==> config.mk <==
export PLATFORM = sky130hd
export DESIGN_NAME = pin_entry_ctrl
export DESIGN_NICKNAME = d
export VERILOG_FILES = /design/src/rtl/pin_entry_ctrl.sv
export SDC_FILE = /design/constraint.sdc
export NUM_CORES = 1
export LEC_CHECK = 0
export ABC_AREA = 1
export CAP_MARGIN = 0
export CORE_ASPECT_RATIO = 1.25
export CORE_MARGIN = 3
export CORE_UTILIZATION = 45
export DETAILED_ROUTE_END_ITERATION = 8
export GPL_ROUTABILITY_DRIVEN = 0
export PLACE_DENSITY_LB_ADDON = 0.15
export SLEW_MARGIN = 10
export SYNTH_ARGS = -nofsm -noshare
export SYNTH_HDL_FRONTEND = slang
export SYNTH_SLANG_ARGS = --single-unit
==> constraint.sdc <==
create_clock -name clk -period 3.8 [get_ports clk]
set_input_delay 0.95 -clock clk [delete_from_list [all_inputs] [get_ports clk]]
set_output_delay 0.95 -clock clk [all_outputs]
set_load 0.05 [all_outputs]
==> src/rtl/pin_entry_ctrl.sv <==
// ============================================================================
// pin_entry_ctrl : keypad PIN collector with submit/verdict handshake and lockout
// Revision 1.0
// ============================================================================
`default_nettype none

module pin_entry_ctrl #(
  parameter int TIMEOUT_CYC = 1000,
  parameter int LOCK_CYC    = 5000,
  parameter int MAX_TRIES   = 3
) (
  input  logic        clk,
  input  logic        rst_n,
  input  logic        key_valid,
  input  logic [3:0]  key_code,
  input  logic        result_valid,
  input  logic        pin_ok,
  output logic [15:0] pin,
  output logic        pin_valid,
  output logic [2:0]  digit_count,
  output logic        busy,
  output logic        accepted,
  output logic        locked,
  output logic [1:0]  fail_cnt
);

  localparam int TW = (TIMEOUT_CYC > 1) ? $clog2(TIMEOUT_CYC) : 1;
  localparam int LW = (LOCK_CYC > 1) ? $clog2(LOCK_CYC) : 1;
  // Timers count to N-1 so the terminal value always fits in $clog2(N) bits.
  localparam logic [TW-1:0] TMO_LAST  = TW'(TIMEOUT_CYC - 1);
  localparam logic [LW-1:0] LOCK_LOAD = LW'(LOCK_CYC - 1);
  localparam logic [2:0]    TRIES     = 3'(MAX_TRIES);

  typedef enum logic [2:0] {
    S_IDLE     = 3'd0,
    S_ENTRY    = 3'd1,
    S_SUBMIT   = 3'd2,
    S_WAIT_RES = 3'd3,
    S_LOCKED   = 3'd4
  } state_t;

  state_t        state_q, state_d;
  logic [15:0]   acc_q, acc_d;
  logic [15:0]   pin_q, pin_d;
  logic          pin_valid_q, pin_valid_d;
  logic [2:0]    cnt_q, cnt_d;
  logic          busy_q, busy_d;
  logic          accepted_q, accepted_d;
  logic          locked_q, locked_d;
  logic [1:0]    fail_q, fail_d;
  logic [TW-1:0] tmr_q, tmr_d;
  logic [LW-1:0] lock_q, lock_d;

  logic       key_digit, key_clr, key_ent;
  logic [2:0] fail_sum;
  logic       fail_lock;

  assign key_digit = key_valid && (key_code <= 4'd9);
  assign key_clr   = key_valid && (key_code == 4'd10);
  assign key_ent   = key_valid && (key_code == 4'd11);
  assign fail_sum  = {1'b0, fail_q} + 3'd1;
  assign fail_lock = (fail_sum >= TRIES);

  always_comb begin
    state_d     = state_q;
    acc_d       = acc_q;
    pin_d       = pin_q;
    pin_valid_d = 1'b0;
    cnt_d       = cnt_q;
    accepted_d  = accepted_q;
    fail_d      = fail_q;
    tmr_d       = tmr_q;
    lock_d      = lock_q;

    case (state_q)
      S_IDLE: begin
        if (key_digit) begin
          acc_d      = {12'd0, key_code};
          cnt_d      = 3'd1;
          accepted_d = 1'b0;
          tmr_d      = '0;
          state_d    = S_ENTRY;
        end
      end

      S_ENTRY: begin
        if (key_valid) begin
          tmr_d = '0;
          if (key_digit) begin
            if (cnt_q < 3'd4) begin
              acc_d = acc_q * 16'd10 + {12'd0, key_code};
              cnt_d = cnt_q + 3'd1;
            end
          end else if (key_clr) begin
            acc_d   = '0;
            cnt_d   = '0;
            state_d = S_IDLE;
          end else if (key_ent) begin
            if (cnt_q == 3'd4) begin
              pin_d       = acc_q;
              pin_valid_d = 1'b1;
              state_d     = S_SUBMIT;
            end else begin
              acc_d   = '0;
              cnt_d   = '0;
              fail_d  = fail_sum[1:0];
              lock_d  = LOCK_LOAD;
              state_d = fail_lock ? S_LOCKED : S_IDLE;
            end
          end
        end else if (tmr_q == TMO_LAST) begin
          acc_d   = '0;
          cnt_d   = '0;
          tmr_d   = '0;
          state_d = S_IDLE;
        end else begin
          tmr_d = tmr_q + 1'b1;
        end
      end

      S_SUBMIT: begin
        tmr_d   = '0;
        state_d = S_WAIT_RES;
      end

      S_WAIT_RES: begin
        if (result_valid && pin_ok) begin
          acc_d      = '0;
          cnt_d      = '0;
          accepted_d = 1'b1;
          fail_d     = '0;
          state_d    = S_IDLE;
        end else if (result_valid || (tmr_q == TMO_LAST)) begin
          acc_d   = '0;
          cnt_d   = '0;
          tmr_d   = '0;
          fail_d  = fail_sum[1:0];
          lock_d  = LOCK_LOAD;
          state_d = fail_lock ? S_LOCKED : S_IDLE;
        end else begin
          tmr_d = tmr_q + 1'b1;
        end
      end

      S_LOCKED: begin
        if (lock_q == '0) begin
          fail_d  = '0;
          state_d = S_IDLE;
        end else begin
          lock_d = lock_q - 1'b1;
        end
      end

      default: state_d = S_IDLE;
    endcase

    busy_d   = (state_d == S_SUBMIT) || (state_d == S_WAIT_RES);
    locked_d = (state_d == S_LOCKED);
  end

  always_ff @(posedge clk or negedge rst_n) begin
    if (!rst_n) begin
      state_q     <= S_IDLE;
      acc_q       <= '0;
      pin_q       <= '0;
      pin_valid_q <= 1'b0;
      cnt_q       <= '0;
      busy_q      <= 1'b0;
      accepted_q  <= 1'b0;
      locked_q    <= 1'b0;
      fail_q      <= '0;
      tmr_q       <= '0;
      lock_q      <= '0;
    end else begin
      state_q     <= state_d;
      acc_q       <= acc_d;
      pin_q       <= pin_d;
      pin_valid_q <= pin_valid_d;
      cnt_q       <= cnt_d;
      busy_q      <= busy_d;
      accepted_q  <= accepted_d;
      locked_q    <= locked_d;
      fail_q      <= fail_d;
      tmr_q       <= tmr_d;
      lock_q      <= lock_d;
    end
  end

  assign pin         = pin_q;
  assign pin_valid   = pin_valid_q;
  assign digit_count = cnt_q;
  assign busy        = busy_q;
  assign accepted    = accepted_q;
  assign locked      = locked_q;
  assign fail_cnt    = fail_q;

endmodule

`default_nettype wire

; ---- Word-level counts from Yosys, hierarchy flattened
; Index checks and enable logic that the tools add are counted.
; Widths: inputs -> output; s select.
[totals]
register_bits = 67
out_inout_bits = 25
[classes]
n_bitwise = 2
n_lt_le_gt_ge = 3
n_reduce_logical = 18
multipliers = 1
add_sub_neg = 5
n_mux = 67
eq_ne = 27
[op_table]
columns = operator, count
row1 = $mux 16, 10
row2 = $mux 13, 8
row3 = $mux 3, 21
row4 = $mux 10, 5
row5 = $pmux 16 s3, 1
row6 = $pmux 10 s4, 1
row7 = $pmux 13 s3, 1
row8 = $ne 2x2->1 const B, 11
row9 = $add 16x4->16, 1
row10 = $mul 16x3->15 const B, 1
row11 = $mux 2, 8
row12 = $pmux 3 s5, 1
row13 = $logic_not 13->1, 1
row14 = $sub 13x1->13 const B, 1
row15 = $eq 3x2->1 const B, 4
row16 = $add 10x1->10 const B, 1
row17 = $eq 10x10->1 const B, 1
row18 = $ne 5x5->1 const B, 2
row19 = $eq 3x3->1 const B, 3
row20 = $pmux 3 s3, 1
row21 = $reduce_and 9->1, 1
row22 = $eq 4x4->1 const B, 2
row23 = $mux 1, 8
row24 = $reduce_and 8->1, 1
row25 = other kinds (20), 28

; ---- Depth between registers and ports, before layout
; Gate-level depths: netlist of the first run.
[depth]
depth_word = 11
depth_mapped = 16

; ---- Least setup slack after synthesis of the first run
; OpenSTA, ideal clock, no wires.
[synth_path]
path_type = flip-flop to flip-flop
startpoint = register acc_q[1]
endpoint = register acc_q[14]
path_buffers = 0
arrival_time_ns = 2.397
period_less_slack_ns = 2.513
path_slack_ns = 1.287
path_stages_with_launch = 15
path_cell_list = dfrtp_1 ha_1 ha_1 inv_1 fa_1 nor2_1 nand4_1 nand2_1 nand2_1 nor2_2 nand3b_1 nor2_2 nand3_1 nand3_2 nand2_1
[synth_via]
elab_chain_cells = 6
[synth_rtl]
columns = element, line
row1 = from (decl), 43  ; logic [15:0] acc_q, acc_d;
row2 = from (signal assigned), 164  ; acc_q <= '0;
row3 = from (signal assigned), 176  ; acc_q <= acc_d;
row4 = $mul 16x3->15, 91  ; acc_d = acc_q * 16'd10 + {12'd0, key_code};
row5 = $add 16x4->16, 91
row6 = $mux 16, 90  ; if (cnt_q < 3'd4) begin
row7 = $mux 16, 89  ; if (key_digit) begin
row8 = $mux 16, 87  ; if (key_valid) begin
row9 = $pmux 16 s3, 75  ; case (state_q)
; No other way between the ends. The select of a mux whose other input is x is not followed.
; A chain may end at the register's enable or synchronous reset.

; ---- Worst setup path in the final report of the first run
; Same ends and word-level chain as after synthesis.

==> results.ini, run 1 <==
[setup_path]
r2r-end = acc_q[14]
cp-endpoint = acc_q[14]
end_kind = flip-flop
cp-start-kind = flip-flop
crit_top_cell = nand2_1
arrival_ns = 3.07
crit_required_ns = 4.02
crit_chain = ha_1 > ha_1 > inv_1 > fa_1 > nor2_1 > nand4_1 > nand2_1 > nand2_1 > nor2_2 > nand3b_1 > nor2_2 > nand3_1 > nand3_2 > nand2_1
ff2ff_setup_slack_ns = 0.95
worstSetupPathType = reg2reg
crit_family = simple AND/OR/NAND/NOR gates
path_max_fanout = 5
path_buf_inv = 1
slowest_delay_ns = 0.46
rr_startpoint = acc_q[1]
startpoint = acc_q[1]
worst-path-stages = 14
slowest_stage = fa_1
r2r_cells = 14

[floorplan]
die_y_um = 118
start_util = 0.466
die_w_um = 95.9
dieArea_um2 = 11400
floorplan.rows = 40
core_um2 = 9760
ios = 34

[layout]
num_antenna_cells = 0
drive_above_1_share = 0.111
design_area_um2 = 5230
nFillCells = 942
area_delta_synth_final_pct = 14.8
fin_nets = 655

[synth]
synth_nets = 619
synth_edf_count = 0
synthTopCellsByArea = dfrtp_1 37%, nand2_1 13%, ha_1 8.8%
yosysSeqAreaShare = 0.368
yosys_warnings = 0
netlist_area_um2 = 4550
async_flop_share = 1.00
netlist_instances = 576
ys_types = 46
synth_flop_cell = dfrtp_1
ys_ff_latch = 67
syn_avg_cell_area_um2 = 7.90
yosysMostFrequentCell = nand2_1
synth.top_cells.by_count = 158 x nand2_1, 70 x inv_1, 67 x dfrtp_1, 41 x nor2_1, 32 x ha_1
synth_largest_area_cell = dfrtp_1
synth_top_area_share = 0.368

[power]
leakage_nw = 2.56
p_int_mw = 1.78
p_total_mw = 3.19
p_comb_frac = 0.464
peakVddDrop_mv = 0.418
p_per_area_nw_per_um2 = 610
seqPwrFrac = 0.305
p_clk_frac = 0.231
p_sw_frac = 0.442
p_sw_mw = 1.41

[timing]
fmax_mhz = 350
hold_viol = 0
setup_viol = 0
worst_pin_slew_ns = 0.563
final.setup.tns_ns = 0
period_needed_ns = 2.85
period_share = 0.751
report.final.slew_viol_count = 0
fin_hold_ws_ns = 0.478
rsz0062_at_grt = no
slew_headroom = 0.624
skew_ns = 0.00504

[global_route]
grt_pass1_wl_mm = 18.1
grt.total_usage = 0.201
grt_pass1_vias = 3919
gr-total-overflow = 0
grt_max_degree = 27
antenna_found_initial = 0

[drt]
wirelength_mm = 10.2
drcViolationCount = 0
wl_per_cell_um = 13.7
vias_per_cell = 5.21
vias = 3854
ant_nets = 0
drtIter0Drc = 158
dr.pass1.iters = 4

[clock_tree]
path_clk_slew_ns = 0.05
cts_tree = built
h-tree-depth = 3
cts_hold_buf = 0
post-cts-setup-buffer-count = 0
clock-root-buffer = clkbuf_16
numCtsBuffers = 9
clk_latency_ns = 0.33
clockBufferDepth = 2
ctsResizeCount = 0
clock_sinks = 67

[worst_hold_path]
hold_class = reg2reg

[run_status]
status = finished, final reports clean

[placed_design]
place_hpwl_mm = 7.70
place_area_um2 = 4980
io_buffers = 33

[run]
maxCapViolations = 0

## state kept, by name, summed over array words and instances, names as in the netlist
signal / flops
locked: 1
accepted: 1
lock_q: 13
tmr_q: 10
state_q: 3
pin_valid: 1
acc_q: 16
fail_cnt: 2
busy: 1
pin: 16
digit_count: 3
## cells by family (layout without fill, tap and decap cells)
group	Yosys count	count (layout)	synth area share
xor+xnor	18	18	0.0346
simple gates	288	288	0.310
flops	67	67	0.368
buf+inv	91	129	0.0850
fa+ha+maj	34	34	0.0968
compound gates	78	78	0.105
## final cells by class
cell class | count | area (um^2) | share of cell area
multi-input cells | 418 | 2490 | 0.476
flip-flops and latches | 67 | 1680 | 0.321
repair buffers | 35 | 340 | 0.0651
inverters | 81 | 314 | 0.0601
clock buffers | 13 | 250 | 0.0479
well taps | 126 | 158 | 0.0302
## per-stage QoR
step | worst slack [ns] | utilization | instances
2_1_floorplan | 1.29 | - | 576
3_3_place_gp | 0.703 | 0.510 | 727
3_5_place_dp | 0.634 | 0.510 | 727
4_1_cts | 0.943 | 0.536 | 740
5_1_grt | 0.716 | 0.536 | 740
6_report | 0.946 | 0.536 | 740
## cells in the final DEF (no fill, tap or decap), drive strengths merged, types with 7 or more instances in the layout
master	count
nand3	39
nand4	12
dfrtp	67
nand2	163
o22ai	7
a21oi	16
xor2	13
clkbuf	13
nor2	55
clkdlybuf4s50	32
ha	32
o21ai	38
inv	80
## worst register-to-register path: cells and delay by family, from the launching register on
kind / cells / cell delay [ns]
and+or+nand+nor: 10 / 1.17
adders and majority gates: 3 / 1.04
DFF: 1 / 0.45
buffers and inverters: 1 / 0.09
## power by group through the flow
stage,combinational [mW],sequential [mW],clock [mW]
after CTS,1.49,0.973,0.753
after floorplan,1.12,1.03,0
after global routing,1.68,0.995,0.782
after global placement,1.44,0.983,0
after detailed placement,1.48,0.984,0
final,1.48,0.974,0.736
## worst min path at each step
stage | start | end | depth (start not counted)
after floorplan | acc_q[15] | acc_q[15] | 2
after global placement | pin[3] | pin[3] | 2
after detailed placement | pin[1] | pin[1] | 2
after CTS | pin[1] | pin[1] | 2
after global routing | pin[14] | pin[14] | 2
final | pin[0] | pin[0] | 2
## per-layer routing
layer  GRT usage  vias to the layer above  share of wire
li1            -                     1947              -
met1       0.244                     1818           0.44
met2       0.338                       68           0.50
met3      0.0433                       21          0.034
met4      0.0836                        0          0.025
met5           0                        -              0
(Power assumes the default switching activity.)
==> run 2: changes to the inputs <==
==> constraint.sdc (replaced) <==
create_clock -name clk -period 2.6 [get_ports clk]
set_input_delay 0.65 -clock clk [delete_from_list [all_inputs] [get_ports clk]]
set_output_delay 0.65 -clock clk [all_outputs]
set_load 0.05 [all_outputs]
==> results.ini, run 2 (synthesis results as in run 1) <==
[run_status]
status = finished, final reports clean  ; unchanged

[setup_path]
worstSetupPathType = reg2reg  ; unchanged
r2r_cells = 15  ; was 14
path_max_fanout = 5  ; unchanged
end_kind = flip-flop  ; unchanged
rr_startpoint = acc_q[1]  ; unchanged
cp-start-kind = flip-flop  ; unchanged
ff2ff_setup_slack_ns = 0.02  ; was 0.95 ns
r2r-end = acc_q[15]  ; was acc_q[14]
crit_required_ns = 2.83  ; was 4.02 ns
arrival_ns = 2.81  ; was 3.07 ns

[timing]
period_share = 0.992  ; was 0.751
rsz0062_at_grt = yes  ; was no
setup_viol = 0  ; unchanged
fmax_mhz = 388  ; was 350 MHz
worst_pin_slew_ns = 0.548  ; was 0.563 ns
final.setup.tns_ns = 0  ; unchanged
slew_headroom = 0.634  ; was 0.624
report.final.slew_viol_count = 0  ; unchanged
period_needed_ns = 2.58  ; was 2.85 ns
fin_ws_ns = 0.0202  ; was 0.946 ns
hold_viol = 0  ; unchanged
skew_ns = 0.00726  ; was 0.00504 ns
fin_hold_ws_ns = 0.325  ; was 0.478 ns

[floorplan]
start_util = 0.466  ; unchanged
floorplan.rows = 40  ; unchanged
die_w_um = 95.9  ; unchanged
dieArea_um2 = 11400  ; unchanged
die_y_um = 118  ; unchanged
core_um2 = 9760  ; unchanged
ios = 34  ; unchanged

[drt]
drtIter0Drc = 174  ; was 158
vias = 3912  ; was 3854
drcViolationCount = 0  ; unchanged
vias_per_cell = 5.06  ; was 5.21
wl_per_cell_um = 13.6  ; was 13.7 um
dr.pass1.iters = 4  ; unchanged
ant_nets = 0  ; unchanged
wirelength_mm = 10.5  ; was 10.2 mm

[run]
maxCapViolations = 0  ; unchanged

[clock_tree]
path_clk_slew_ns = 0.06  ; was 0.05 ns
h-tree-depth = 3  ; unchanged
clock-root-buffer = clkbuf_16  ; unchanged
clock_sinks = 67  ; unchanged
cts_tree = built  ; unchanged
numCtsBuffers = 9  ; unchanged
clk_latency_ns = 0.34  ; was 0.33 ns
clockBufferDepth = 2  ; unchanged

[power]
peakVddDrop_mv = 0.468  ; was 0.418 mV
leakage_nw = 2.76  ; was 2.56 nW
p_per_area_nw_per_um2 = 920  ; was 610 nW/um^2
p_total_mw = 5.14  ; was 3.19 mW

[global_route]
grt.total_usage = 0.202  ; was 0.201
grt_pass1_vias = 3897  ; was 3919
grt_max_degree = 68  ; was 27
grt_pass1_wl_mm = 18.1  ; about the same
antenna_found_initial = 0  ; unchanged
gr-total-overflow = 0  ; unchanged

[placed_design]
pre_cts_ws_ns = -0.118  ; was 0.634 ns
place_hpwl_mm = 7.83  ; was 7.70 mm
place_area_um2 = 5210  ; was 4980 um^2
io_buffers = 33  ; unchanged
place_inst = 751  ; was 727

[layout]
fin_nets = 685  ; was 655
final_cell_mix = 157 x nand2_1, 68 x inv_1, 67 x dfrtp_1  ; was 158 x nand2_1, 70 x inv_1, 67 x dfrtp_1
area_delta_synth_final_pct = 22.8  ; was 14.8%
fin_util = 0.573  ; was 0.536
design_area_um2 = 5590  ; was 5230 um^2
final_common_cell = nand2_1  ; unchanged
fin_cells = 773  ; was 740
drive_above_1_share = 0.176  ; was 0.111
num_antenna_cells = 0  ; unchanged

[worst_hold_path]
hold_class = in2async  ; was reg2reg

==> run 2: routing by layer <==
| metal | vias up | global-route usage | wire length [um] |
|---|---|---|---|
| li1 | 2010 | - | - |
| met1 | 1839 | 0.242 | 4550 |
| met2 | 47 | 0.351 | 5470 |
| met3 | 16 | 0.0465 | 311 |
| met4 | 0 | 0.0641 | 170 |
| met5 | - | 0 | 0 |
==> run 2: area by class of cell <==
class	instances	area [um^2]
Inverter	81	314
Tap cell	126	158
Fill cell	909	4170
Clock buffer	10	239
Timing Repair Buffer	65	619
Multi-Input combinational cell	418	2530
Clock inverter	6	55.1
Sequential cell	67	1680
==> run 2: critical path: stages, from the launching register on <==
cell and delay [ns]:
dfrtp_1 0.38, ha_1 0.30, ha_2 0.19, inv_2 0.06
fa_2 0.47, buf_6 0.14, inv_2 0.04, nand3_2 0.07
nor2_1 0.09, nand2_1 0.08, nor2_2 0.14, nand3_2 0.11
nor2_4 0.15, nand4_1 0.12, nand3_2 0.08, nand2_1 0.05
==> run 2: worst max-delay path by stage <==
stage	startpoint	endpoint	slack, ns	cells past startpoint
after global routing	acc_q[1]	acc_q[13]	-0.13	16
final	acc_q[1]	acc_q[15]	0.02	15
after CTS	acc_q[3]	acc_q[14]	-0.02	14
after floorplan	acc_q[1]	acc_q[14]	0.09	14
after global placement	key_code[1]	acc_q[15]	-0.05	14
after detailed placement	key_code[1]	acc_q[15]	-0.12	14
==> run 2: power by group <==
part | switching (mW) | internal (mW) | total (mW)
clock network | 0.457 | 0.759 | 1.22
registers | 0.175 | 1.22 | 1.40
logic | 1.56 | 0.971 | 2.53
==> run 2: what timing repair did <==
| action | CTS | global route |
|---|---|---|
| endpoints found under the setup margin | 2 | 6 |
| buffers inserted | 3 | 3 |
| pin swaps | 9 | 20 |
| endpoints found under the hold margin | 0 | 0 |
| hold buffers | 0 | 0 |
| gates cloned | 0 | 0 |
| resized for setup | 4 | 9 |
